## config.mk

```make
export PLATFORM = sky130hd
export DESIGN_NAME = iob_iob2axi_single
export DESIGN_NICKNAME = d
export VERILOG_FILES = /design/src/rtl/iob_iob2axi_single.sv
export SDC_FILE = /design/constraint.sdc
export NUM_CORES = 1
export LEC_CHECK = 0
export ABC_CLOCK_PERIOD_IN_PS = 2700
export CAP_MARGIN = 20
export CORE_AREA = 2 2 115 117
export DETAILED_ROUTE_END_ITERATION = 6
export DIE_AREA = 0 0 117 119
export PLACE_DENSITY = 0.78
export SYNTH_ARGS = -nofsm -noshare
export SYNTH_HDL_FRONTEND = slang
export SYNTH_SLANG_ARGS = --single-unit
```

## constraint.sdc

```tcl
create_clock -name clk_i -period 2.7 [get_ports clk_i]
set_clock_uncertainty 0.2 [all_clocks]
set_input_delay 0.27 -clock clk_i [delete_from_list [all_inputs] [get_ports clk_i]]
set_output_delay 0.27 -clock clk_i [all_outputs]
set_load 0.02 [all_outputs]
```

## src/rtl/iob_iob2axi_single.sv

```systemverilog
// Single-beat IOb-to-AXI4 master bridge: one outstanding read or write, each a LEN=0 INCR burst.
// Define IOB2AXI_ERR_EN to enable the sticky err_o flag for non-OKAY B/R responses.
module iob_iob2axi_single #(
    parameter int ADDR_W = 16,
    parameter int DATA_W = 32,
    parameter int ID_W   = 8,
    parameter int LEN_W  = 8,
    parameter int AXI_ID = 0
) (
    input  logic                clk_i,
    input  logic                rst_i,
    input  logic                iob_valid_i,
    input  logic [ADDR_W-1:0]   iob_addr_i,
    input  logic [DATA_W-1:0]   iob_wdata_i,
    input  logic [DATA_W/8-1:0] iob_wstrb_i,
    output logic                iob_ready_o,
    output logic                iob_rvalid_o,
    output logic [DATA_W-1:0]   iob_rdata_o,
    output logic [ADDR_W-1:0]   axi_awaddr_o,
    output logic [ID_W-1:0]     axi_awid_o,
    output logic [LEN_W-1:0]    axi_awlen_o,
    output logic [2:0]          axi_awsize_o,
    output logic [1:0]          axi_awburst_o,
    output logic                axi_awvalid_o,
    input  logic                axi_awready_i,
    output logic [DATA_W-1:0]   axi_wdata_o,
    output logic [DATA_W/8-1:0] axi_wstrb_o,
    output logic                axi_wlast_o,
    output logic                axi_wvalid_o,
    input  logic                axi_wready_i,
    input  logic [1:0]          axi_bresp_i,
    input  logic [ID_W-1:0]     axi_bid_i,
    input  logic                axi_bvalid_i,
    output logic                axi_bready_o,
    output logic [ADDR_W-1:0]   axi_araddr_o,
    output logic [ID_W-1:0]     axi_arid_o,
    output logic [LEN_W-1:0]    axi_arlen_o,
    output logic [2:0]          axi_arsize_o,
    output logic [1:0]          axi_arburst_o,
    output logic                axi_arvalid_o,
    input  logic                axi_arready_i,
    input  logic [DATA_W-1:0]   axi_rdata_i,
    input  logic [1:0]          axi_rresp_i,
    input  logic [ID_W-1:0]     axi_rid_i,
    input  logic                axi_rlast_i,
    input  logic                axi_rvalid_i,
    output logic                axi_rready_o,
    output logic                err_o,
    input  logic                err_clr_i
);
    localparam int         STRB_W   = DATA_W / 8;
    localparam logic [2:0] AXI_SIZE = 3'($clog2(STRB_W));

    typedef enum logic [2:0] {
        IDLE  = 3'd0,
        WRITE = 3'd1,
        WRESP = 3'd2,
        RADDR = 3'd3,
        RDATA = 3'd4
    } state_t;

    state_t              state_q, state_d;
    logic [ADDR_W-1:0]   addr_q, addr_d;
    logic [DATA_W-1:0]   wdata_q, wdata_d;
    logic [STRB_W-1:0]   wstrb_q, wstrb_d;
    logic                awvalid_q, awvalid_d;
    logic                wvalid_q, wvalid_d;
    logic                arvalid_q, arvalid_d;
    logic [DATA_W-1:0]   rdata_q, rdata_d;
    logic                rvalid_q, rvalid_d;
    logic                err_q, err_d;
    logic                unused_s;

    // Next-state and payload logic; AW and W channels retire independently in WRITE.
    always_comb begin
        state_d   = state_q;
        addr_d    = addr_q;
        wdata_d   = wdata_q;
        wstrb_d   = wstrb_q;
        awvalid_d = awvalid_q;
        wvalid_d  = wvalid_q;
        arvalid_d = arvalid_q;
        rdata_d   = rdata_q;
        rvalid_d  = 1'b0;
        case (state_q)
            IDLE: begin
                if (iob_valid_i) begin
                    addr_d = iob_addr_i;
                    if (|iob_wstrb_i) begin
                        wdata_d   = iob_wdata_i;
                        wstrb_d   = iob_wstrb_i;
                        awvalid_d = 1'b1;
                        wvalid_d  = 1'b1;
                        state_d   = WRITE;
                    end else begin
                        arvalid_d = 1'b1;
                        state_d   = RADDR;
                    end
                end else begin
                    state_d = IDLE;
                end
            end
            WRITE: begin
                awvalid_d = awvalid_q & ~axi_awready_i;
                wvalid_d  = wvalid_q & ~axi_wready_i;
                if (!awvalid_d && !wvalid_d) begin
                    state_d = WRESP;
                end else begin
                    state_d = WRITE;
                end
            end
            WRESP: begin
                if (axi_bvalid_i) begin
                    state_d = IDLE;
                end else begin
                    state_d = WRESP;
                end
            end
            RADDR: begin
                if (axi_arready_i) begin
                    arvalid_d = 1'b0;
                    state_d   = RDATA;
                end else begin
                    state_d = RADDR;
                end
            end
            RDATA: begin
                if (axi_rvalid_i) begin
                    rdata_d  = axi_rdata_i;
                    rvalid_d = 1'b1;
                    state_d  = IDLE;
                end else begin
                    state_d = RDATA;
                end
            end
            default: begin
                state_d   = IDLE;
                awvalid_d = 1'b0;
                wvalid_d  = 1'b0;
                arvalid_d = 1'b0;
            end
        endcase
    end

`ifdef IOB2AXI_ERR_EN
    // Sticky error flag; a same-cycle error beat overrides a clear request.
    always_comb begin
        err_d = ((state_q == WRESP) && axi_bvalid_i && (axi_bresp_i != 2'b00))
              | ((state_q == RDATA) && axi_rvalid_i && (axi_rresp_i != 2'b00))
              | (err_q & ~err_clr_i);
    end
    assign unused_s = ^{axi_bid_i, axi_rid_i, axi_rlast_i};
`else
    // Error reporting compiled out: flag held clear.
    always_comb begin
        err_d = 1'b0;
    end
    assign unused_s = ^{axi_bid_i, axi_rid_i, axi_rlast_i, axi_bresp_i, axi_rresp_i, err_clr_i};
`endif

    // State and output registers with asynchronous reset.
    always_ff @(posedge clk_i or posedge rst_i) begin
        if (rst_i) begin
            state_q   <= IDLE;
            addr_q    <= {ADDR_W{1'b0}};
            wdata_q   <= {DATA_W{1'b0}};
            wstrb_q   <= {STRB_W{1'b0}};
            awvalid_q <= 1'b0;
            wvalid_q  <= 1'b0;
            arvalid_q <= 1'b0;
            rdata_q   <= {DATA_W{1'b0}};
            rvalid_q  <= 1'b0;
            err_q     <= 1'b0;
        end else begin
            state_q   <= state_d;
            addr_q    <= addr_d;
            wdata_q   <= wdata_d;
            wstrb_q   <= wstrb_d;
            awvalid_q <= awvalid_d;
            wvalid_q  <= wvalid_d;
            arvalid_q <= arvalid_d;
            rdata_q   <= rdata_d;
            rvalid_q  <= rvalid_d;
            err_q     <= err_d;
        end
    end

    assign iob_ready_o   = (state_q == IDLE);
    assign iob_rvalid_o  = rvalid_q;
    assign iob_rdata_o   = rdata_q;
    assign axi_awaddr_o  = addr_q;
    assign axi_awid_o    = ID_W'(AXI_ID);
    assign axi_awlen_o   = {LEN_W{1'b0}};
    assign axi_awsize_o  = AXI_SIZE;
    assign axi_awburst_o = 2'b01;
    assign axi_awvalid_o = awvalid_q;
    assign axi_wdata_o   = wdata_q;
    assign axi_wstrb_o   = wstrb_q;
    assign axi_wlast_o   = 1'b1;
    assign axi_wvalid_o  = wvalid_q;
    assign axi_bready_o  = (state_q == WRESP);
    assign axi_araddr_o  = addr_q;
    assign axi_arid_o    = ID_W'(AXI_ID);
    assign axi_arlen_o   = {LEN_W{1'b0}};
    assign axi_arsize_o  = AXI_SIZE;
    assign axi_arburst_o = 2'b01;
    assign axi_arvalid_o = arvalid_q;
    assign axi_rready_o  = (state_q == RDATA);
    assign err_o         = err_q;

endmodule

```

### Yosys cells after proc, flatten, opt, wreduce, memory -nomap -nowiden

Index checks and enable logic that the tools add are counted.

* register bits after elaboration: 91
* input port bits: 114
* output and inout bits: 151
* word-level logic and storage cells: 52

* equality and inequality tests: 8
* muxes and demuxes: 17
* bitwise operators: 6
* reduce and logical (&&, ||, !) cells: 12

Operators by type and width (count)
* case mux 3 bit (5 select lines): 1
* two-way mux 3 bit: 3
* case mux 1 bit (3 select lines): 3
* two-way mux 1 bit: 7
* equality test 3 x 2 -> 1 bit (second input constant): 2
* two-way mux 2 bit: 3
* != test 2 bit (second input constant): 3
* AND reduction 3 bit: 2
* OR reduction 3 bit: 2
* NOT 1 bit: 4
* AND reduction 2 bit: 2
* AND reduction 4 bit: 1
* OR reduction 4 bit: 1
* equality test 3 x 1 -> 1 bit (second input constant): 1
* equality test 3 bit (second input constant): 1
* logical NOT 3 bit: 1
* bitwise AND 1 bit: 2
* logical NOT 1 bit: 2
* != test 2 x 1 -> 1 bit (second input constant): 1
* logical AND 1 bit: 1

### Logic depth before layout (Yosys ltp)

Gate-level depths: netlist (run 1).

* word-level depth: 6
* depth in mapped cells: 6
* depth with buffers taken out: 3

### Worst setup path before layout (run 1)

No wires, ideal clock.

* path kind: reg2reg
* start point: reg state_q[1]
* end point: reg wdata_q[10] (netlist: axi_wdata_o[10])
* setup time: 0.127 ns
* arrival: 1.788 ns
* data required time: 2.373 ns
* path slack: 0.585 ns
* cell stages (with the launch flop): 7
* path buffers: 3
* clock period less this slack: 2.115 ns
* path through: dfrtp_1 > buf_2 > nor4b_4 > and2b_1 > buf_6 > buf_6 > mux2_1

* word-level cells in the longest chain between the ends: 2

RTL lines
* start, declared: line 62 `state_t state_q, state_d;`
* start signal, assigned: line 175 `state_q <= state_d;`
* logical NOT 3 bit: line 85 `case (state_q)`
* AND reduction 3 bit (no source line)
* end signal, assigned: line 166 `wdata_q <= {DATA_W{1'b0}};`
* end signal, assigned: line 177 `wdata_q <= wdata_d;`
* end, declared: line 64 `logic [DATA_W-1:0] wdata_q, wdata_d;`

Every way passes these cells.
A chain may end at the register's enable or synchronous reset.

### Worst setup path in the final report (run 1)

* start point: reg state_q[0]
* end point: out axi_rready_o

* word-level cells in the longest chain between the ends: 1

RTL lines
* equality test 3 bit: line 208 `assign axi_rready_o = (state_q == RDATA);`
* end, declared: line 47 `output logic axi_rready_o,`

Every way passes these cells.

==> metrics.txt, run 1 <==
status=complete, no violations; Arr. time, crit path=1.90 ns; most frequent cell after synthesis=dfrtp_1; CTS Buf Count=9; Via density=4.154; Post-DRT Antenna Nets=0; largest family of logic cells by synthesized area=multiplexers; asr flop ratio synth=100.0%; R2R setup slack=0.62 ns; Slowest cell on crit path=clkdlybuf4s50_1; worst r2r path cells=4; Synth top area share=57.45%; sequential cell area fraction in the yosys report=57.45%; global-route wire length before repair=14,380 um; Max Cap Viol=0; critical path peak fanout=10; sequential share of power=31.8%; CP endpoint kind=output pin; chip width=117 um; #FFs+latches synth=91; post-synth top area cell=dfrtp_1; # DRC=0; Crit path largest cell delay=0.64 ns; H-tree Lvls=3; Pins Over Slew Limit=0; synth top area cells=dfrtp_1 (57%), mux2_2 (18%), buf_4 (12%), mux2_1 (6.0%), buf_6 (0.85%); placer congestion estimate=0.7407; Filler Cells Inserted=1,165; Final HPWL DP=7171 um; # port buffers=198; post-synthesis mux area share=23.86%; post-synthesis simple-gate area fraction=3.251%; clk sink count=91; P&R area growth vs syn=55.84%; Starting DRT DRC Count=61; Final WS setup=0.3298 ns; Power per Cell Area=1237 nW/um2; Worst Path Required=2.23 ns; Clock power frac=17.7%; period utilization=87.78%; root buf cell=clkbuf_16; reg2reg end=axi_wdata_o[8]; post-synthesis adder-cell area fraction=0%; beginning of the worst register-to-register path=state_q[0]; Setup Viol. Count Final=0; GRT Overall Usage=13.76%; largest net degree at the start of global routing=92; top_reg_cell synth=dfrtp_1; Switching Share=35.64%; share of layout cells above drive strength 1=17.95%; drt wl/cell=14.82 um; FP Rows=42; n_diodes=0; CTS tree=yes; synthesized cell area=3964 um2; XOR/XNOR Fraction of Synth Area=0%; combinational share of power=50.5%; unrepaired setup endpoints after global routing=false; Yosys warning count=0; drt first pass iters=4; crit-path cells=nor2_1 > nand2_1 > inv_1 > clkdlybuf4s50_1; buffers from clock root to sink, at most=2; via count=2,675; die area=13,920 um2; total routed wirelength=9542 um; hold buffers post-CTS=0; CP Launch Type=flop; Initial Util=30.79%; initial antenna violation count=0; post-cts sizing count=0; Hold Path Class=input port to asynchronous set/reset pin; total negative setup slack=0 ns; Post-layout nets=579; Place WS=0.3295 ns; Final min period=2.370 ns; most common library cells after synthesis=dfrtp_1 (91), mux2_2 (63), buf_4 (61); setup bufs post-CTS=0; EDFF count, synth=0; Switch Pwr=2.723 mW; syn avg cell area=14.11 um2; Peak Freq=421.9 MHz; cells after synthesis=281; total power=7.640 mW; Worst-Skew Late Latency=0.33 ns; Die Span Y=119 um; Netlist cell types=25; kind of critical path=flop to output pin; area of the core=12,870 um2; Compound-Gate Fraction of Synth Area=1.610%; Hold Fails Final Rpt=0; grt ovf=0; vias in the first global route=2,865; Internal=4.917 mW; I/O Pins=265; static leakage=2.636 nW; Clock transition at path regs=0.06 ns; Peak VDD IR=0.6391 mV
## critical path, delay by kind of cell, from the launching register on
kind,cells,cell delay (ns)
buf+inv,2,0.71
flops,1,0.49
simple gates,2,0.36
## metrics by stage
step,cells,utilization [%],hold slack (ns),instance area [um2]
after floorplan,323,-,0.1786,4125
after detailed placement,630,45.52,0.2781,5861
final,644,47.98,0.2252,6177
after global routing,644,47.98,0.2348,6177
after global placement,630,45.52,0.2667,5861
after CTS,644,47.98,0.2370,6177
## how the worst max path moves through the flow
| stage | start | end | slack (ns) |
|---|---|---|---|
| 4_1_cts | state_q[0] | axi_rready_o | 0.31 |
| 3_3_place_gp | iob_wstrb_i[0] | axi_wdata_o[28] | 0.37 |
| 5_1_grt | state_q[0] | axi_rready_o | 0.21 |
| 6_report | state_q[0] | axi_rready_o | 0.33 |
| 3_5_place_dp | iob_wstrb_i[0] | axi_wdata_o[14] | 0.33 |
| 2_1_floorplan | state_q[1] | axi_wdata_o[10] | 0.59 |
## kinds of logic (layout without fill, tap and decap cells)
logic type,Yosys count,in the layout
simple gates,20,20
buf+inv,75,220
compound gates,9,9
flops,91,91
mux,84,84
other cells,2,44
## sequential cells by signal, summed over array words and instances, names as in the netlist
signal,flops
axi_wdata_o,32
iob_rdata_o,32
axi_araddr_o,16
axi_wstrb_o,4
state_q,3
axi_arvalid_o,1
axi_awvalid_o,1
axi_wvalid_o,1
iob_rvalid_o,1
## layer usage
metal	GRT usage, %	routed length, um	vias up
met4	6.103	255	0
met2	23.81	4875	146
li1	-	-	1214
met3	6.718	959	15
met1	13.73	3451	1300
met5	0	0	-
## power by group through the flow
| stage | clock [mW] | combinational [mW] | sequential, mW |
|---|---|---|---|
| finish | 1.35 | 3.86 | 2.43 |
| global route | 1.45 | 4.08 | 2.53 |
| CTS | 1.40 | 3.91 | 2.45 |
| detailed placement | 0 | 3.90 | 2.47 |
| global placement | 0 | 3.83 | 2.41 |
| floorplan | 0 | 1.40 | 3.18 |
## cell usage in the layout, fill, tap and decap left out
| cell type | Yosys | final |
|---|---|---|
| inv_1 | 3 | 2 |
| dfrtp_1 | 91 | 91 |
| nor2_1 | 1 | 1 |
| o22ai_1 | 1 | 1 |
| and2b_1 | 1 | 1 |
| a2111oi_0 | 1 | 1 |
| nor4_1 | 2 | 2 |
| mux2_1 | 21 | 21 |
| buf_4 | 61 | 3 |
| nor4b_4 | 1 | 1 |
| a21oi_1 | 3 | 3 |
| clkdlybuf4s50_1 | 0 | 198 |
| or3b_2 | 1 | 1 |
| clkbuf_16 | 0 | 9 |
| clkinvlp_4 | 0 | 1 |
| nand2_1 | 5 | 5 |
| conb_1 | 2 | 44 |
| o211ai_1 | 1 | 1 |
| nor2b_1 | 4 | 4 |
| mux2_2 | 63 | 63 |
| clkbuf_1 | 2 | 1 |
| buf_12 | 0 | 2 |
| bufinv_16 | 0 | 2 |
| clkbuf_8 | 0 | 2 |
| nand2b_1 | 2 | 2 |
| o22a_1 | 2 | 2 |
| o311ai_0 | 1 | 1 |
| and3_1 | 1 | 1 |
| nor3_1 | 2 | 2 |
## area by class of cell
class | instances | area, um2 | share of cell area (%)
Clock buffer | 12 | 256.5 | 4.152
Clock inverter | 2 | 60.06 | 0.9723
Inverter | 3 | 15.01 | 0.2431
Multi-Input combinational cell | 157 | 1304 | 21.11
Sequential cell | 91 | 2277 | 36.86
Tap cell | 176 | 220.2 | 3.565
Timing Repair Buffer | 203 | 2044 | 33.10
Power figures use the tool's default switching activity.
==> run 2, diff against run 1 <==
- MAX_ROUTING_LAYER: unset -> met4
==> run 2 against run 1 <==
- non-clock buffer count stayed put
- utilization did not move
- critical path depth unchanged
- worst setup slack better by 0.0031 ns
- hold slack lost 0.015 ns
- sequential power about the same
- register-to-register slack is essentially flat
- count of clock-buffer cells in the layout unchanged
- final cell count did not move
- wire length shrank 0.10%
- flip-flop and latch count did not move
==> metrics.txt, run 2 (synthesized netlist as in run 1, its figures left out) <==
Arr. time, crit path=1.90 ns; Post-DRT Antenna Nets=0; Slowest cell on crit path=clkdlybuf4s50_1; Clock transition at path regs=0.06 ns; die area=13,920 um2; Hold Path Class=input port to asynchronous set/reset pin; kind of critical path=flop to output pin; status=complete, no violations; Peak VDD IR=0.6406 mV; crit-path cells=nor2_1 > nand2_1 > inv_1 > clkdlybuf4s50_1; placer congestion estimate=0.7499; Final WS setup=0.3329 ns; Crit path largest cell delay=0.64 ns; Post-layout nets=579; Internal=4.917 mW; Initial Util=30.79%; FP Rows=42; share of layout cells above drive strength 1=17.95%; period utilization=87.67%; Starting DRT DRC Count=40; chip width=117 um; n_diodes=0; total negative setup slack=0 ns; Pins Over Slew Limit=0; CTS Buf Count=9; largest net degree at the start of global routing=92; Die Span Y=119 um; Final min period=2.367 ns; static leakage=2.636 nW; Final HPWL DP=7171 um; global-route wire length before repair=14,300 um; Hold Fails Final Rpt=0; combinational share of power=50.5%; # DRC=0; cell area after layout=6177 um2; P&R area growth vs syn=55.84%; drt first pass iters=4; # port buffers=198; Switching Share=35.66%; GRT Overall Usage=14.13%; total routed wirelength=9532 um; critical path's top delay family=buffers and inverters; critical path peak fanout=10; I/O Pins=265; hold buffers post-CTS=0; sequential share of power=31.8%; initial antenna violation count=0; Placed Area=5861 um2; grt ovf=0; Switch Pwr=2.725 mW; buffers from clock root to sink, at most=2; root buf cell=clkbuf_16; drt wl/cell=14.80 um; Power per Cell Area=1237 nW/um2; via count=2,690; setup bufs post-CTS=0; most common cell after layout, fill and taps aside=clkdlybuf4s50_1; unrepaired setup endpoints after global routing=false; Peak Freq=422.5 MHz; Clock power frac=17.6%; Worst Path Required=2.23 ns; Worst-Skew Late Latency=0.33 ns; H-tree Lvls=3; area of the core=12,870 um2; Via density=4.177; most frequent cells in the layout=clkdlybuf4s50_1 (198), dfrtp_1 (91), mux2_2 (63); Max Cap Viol=0; clk sink count=91; post-cts sizing count=0; CP Buf/Inv Count=2; Place WS=0.3295 ns; CP endpoint kind=output pin; Setup Viol. Count Final=0; vias in the first global route=2,886; CTS tree=yes; CP Launch Type=flop
## run 2: cell counts in the layout (fill, tap and decap cells not counted)
Identical to the previous run, type by type.
## run 2: worst register-to-register path: cells and delay by family (launching register included)
kind | cells | cell delay (ns)
mux | 1 | 0.38
buf+inv | 1 | 0.26
simple gates | 2 | 0.63
flops | 1 | 0.49
## run 2: power groups by stage
stage	logic, mW	registers, mW	clock network (mW)
global placement	3.83	2.41	0
global route	4.08	2.53	1.45
finish	3.86	2.43	1.35
floorplan	1.40	3.18	0
detailed placement	3.90	2.47	0
CTS	3.91	2.45	1.40
## run 2: worst paths after layout
check	startpoint	to	slack (ns)	cells past startpoint
max in group asynchronous	rst_i	iob_rdata_o[14]	1.69	3
min in group clk_i	axi_wdata_o[0]	axi_wdata_o[0]	0.29	1
hold / removal	rst_i	axi_wdata_o[21]	0.21	3
setup / recovery	state_q[0]	axi_rready_o	0.33	4
hold reg to reg	axi_wdata_o[0]	axi_wdata_o[0]	0.29	1
setup reg to reg	state_q[0]	axi_wdata_o[8]	0.63	4
## run 2: metrics by stage
stage | cells | hold slack (ns) | util (%) | total power [mW]
global route | 644 | 0.2440 | 47.98 | 8.061
CTS | 644 | 0.2370 | 47.98 | 7.761
finish | 644 | 0.2100 | 47.98 | 7.642
global placement | 630 | 0.2667 | 45.52 | 6.240
detailed placement | 630 | 0.2781 | 45.52 | 6.369
floorplan | 323 | 0.1786 | - | 4.586
## run 2: layout make-up
cell class	instances	area, um2
fill	1165	6698
clock buffer	12	256.5
sequential	91	2277
multi-input combinational	157	1304
clock inverter	2	60.06
tap	176	220.2
timing repair buffer	203	2044
inverter	3	15.01
## run 2: layer usage
layer | vias up | global-route usage, % | share of wire (%) | wire length (um)
met5 | - | - | 0 | 0
met4 | 0 | 6.103 | 2.5 | 240
met3 | 17 | 4.885 | 7.5 | 712
met2 | 149 | 23.88 | 52 | 4925
met1 | 1309 | 14.81 | 38 | 3653
li1 | 1215 | - | - | -
==> run 3, diff against run 2 <==
- CORE_AREA: 2 2 115 117 -> 3 3 116 118
- DIE_AREA: 0 0 117 119 -> 0 0 119 121
==> run 3 against run 2 <==
- total power up 1.1%
- fmax up 0.98%
- non-clock buffer count up 1
- via count up 0.89%
- final area up 0.61%
- critical path type unchanged
- largest power group unchanged
- flip-flop and latch count unchanged
- critical path depth unchanged
- worst setup slack better by 0.023 ns
- die area up 3.4%
- utilization up 1.5 points
- sequential share of layout area down 0.22 points
- hold slack worse by 0.042 ns
==> metrics.txt, run 3 (synthesized netlist as in run 1, its figures left out) <==
unrepaired setup endpoints after global routing=false; CTS Buf Count=9; Worst Path Required=2.23 ns; Max Cap Viol=0; Worst-Skew Late Latency=0.33 ns; drt wl/cell=14.79 um; placer congestion estimate=0.7177; total power=7.730 mW; via count=2,714; final hold slack=0.1683 ns; post-cts sizing count=0; root buf cell=clkbuf_16; Pins Over Slew Limit=0; hold buffers post-CTS=0; grt ovf=0; Peak VDD IR=0.5831 mV; area of the core=12,570 um2; CP endpoint kind=output pin; Die Span Y=121 um; critical path peak fanout=10; setup bufs post-CTS=0; Placed Area=5864 um2; Post-layout nets=580; FP Rows=41; period utilization=86.82%; drt first pass iters=4; # DRC=0; CTS tree=yes; Starting DRT DRC Count=46; static leakage=2.655 nW; Power per Cell Area=1244 nW/um2; initial antenna violation count=0; vias in the first global route=2,935; Hold Fails Final Rpt=0; most common cell after layout, fill and taps aside=clkdlybuf4s50_1; Final min period=2.344 ns; Setup Viol. Count Final=0; Final HPWL DP=7431 um; share of layout cells above drive strength 1=18.90%; H-tree Lvls=3; Hold Path Class=input port to asynchronous set/reset pin; I/O Pins=265; Arr. time, crit path=1.87 ns; CP Launch Type=flop; die area=14,400 um2; Peak Freq=426.6 MHz; total negative setup slack=0 ns; Post-DRT Antenna Nets=0; buffers from clock root to sink, at most=2; Initial Util=31.54%; Clock transition at path regs=0.06 ns; GRT Overall Usage=13.78%; total routed wirelength=9512 um; Via density=4.221; P&R area growth vs syn=56.79%; status=complete, no violations; final core area utilization=49.45%; n_diodes=0; kind of critical path=flop to output pin; most frequent cells in the layout=clkdlybuf4s50_1 (198), dfrtp_1 (91), mux2_2 (63); cell area after layout=6215 um2; chip width=119 um; global-route wire length before repair=15,100 um; clk sink count=91; Filler Cells Inserted=1,103; largest net degree at the start of global routing=57; # port buffers=198
-- run 3: cell count changes in the layout (fill, tap and decap cells not counted), sizes merged --
cell      before  now
clkbuf        12   10
buf            5    6
bufinv         2    3
clkinv         0    1
clkinvlp       1    2
inv            2    3
-- run 3: final cells by class --
type	count	area (um2)	share of cell area, %
Multi-Input combinational cell	157	1305	21.00
Sequential cell	91	2277	36.64
Tap cell	172	215.2	3.463
Clock inverter	6	111.4	1.792
Timing Repair Buffer	204	2052	33.02
Inverter	3	15.01	0.2416
Clock buffer	10	239.0	3.845
-- run 3: worst max-delay path, cell delays in order, from the launching register on --
cell             delay, ns
dfrtp_1               0.50
nor2_1                0.25
nand2_1               0.11
inv_1                 0.07
clkdlybuf4s50_1       0.60
-- run 3: worst paths after layout --
| path | from | endpoint | slack, ns | cells after the start |
|---|---|---|---|---|
| max | state_q[0] | axi_rready_o | 0.36 | 4 |
| min | rst_i | iob_rdata_o[24] | 0.17 | 3 |
| max reg2reg | state_q[0] | iob_rdata_o[9] | 0.64 | 4 |
| min reg2reg | axi_wdata_o[2] | axi_wdata_o[2] | 0.28 | 1 |
| max in group asynchronous | rst_i | axi_araddr_o[3] | 1.73 | 3 |
| min in group clk_i | axi_wdata_o[2] | axi_wdata_o[2] | 0.28 | 1 |
-- run 3: through the flow --
step,std cells,setup WS [ns]
2_1_floorplan,323,0.5850
3_3_place_gp,627,0.4275
3_5_place_dp,627,0.4151
4_1_cts,643,0.3300
5_1_grt,643,0.2293
6_report,643,0.3559
-- run 3: routing by layer --
metal	up-vias	GRT usage [%]	part of all wire (%)
met5	-	-	0
met2	150	23.42	52
met3	15	4.522	8.6
met1	1326	14.94	38
li1	1223	-	-
met4	0	5.576	1.9
-- run 3: power breakdown --
part | leakage, nW | internal, mW | switching [mW]
clock | 0.169 | 0.931 | 0.513
sequential | 1.11 | 2.03 | 0.409
combinational | 1.37 | 2.04 | 1.81
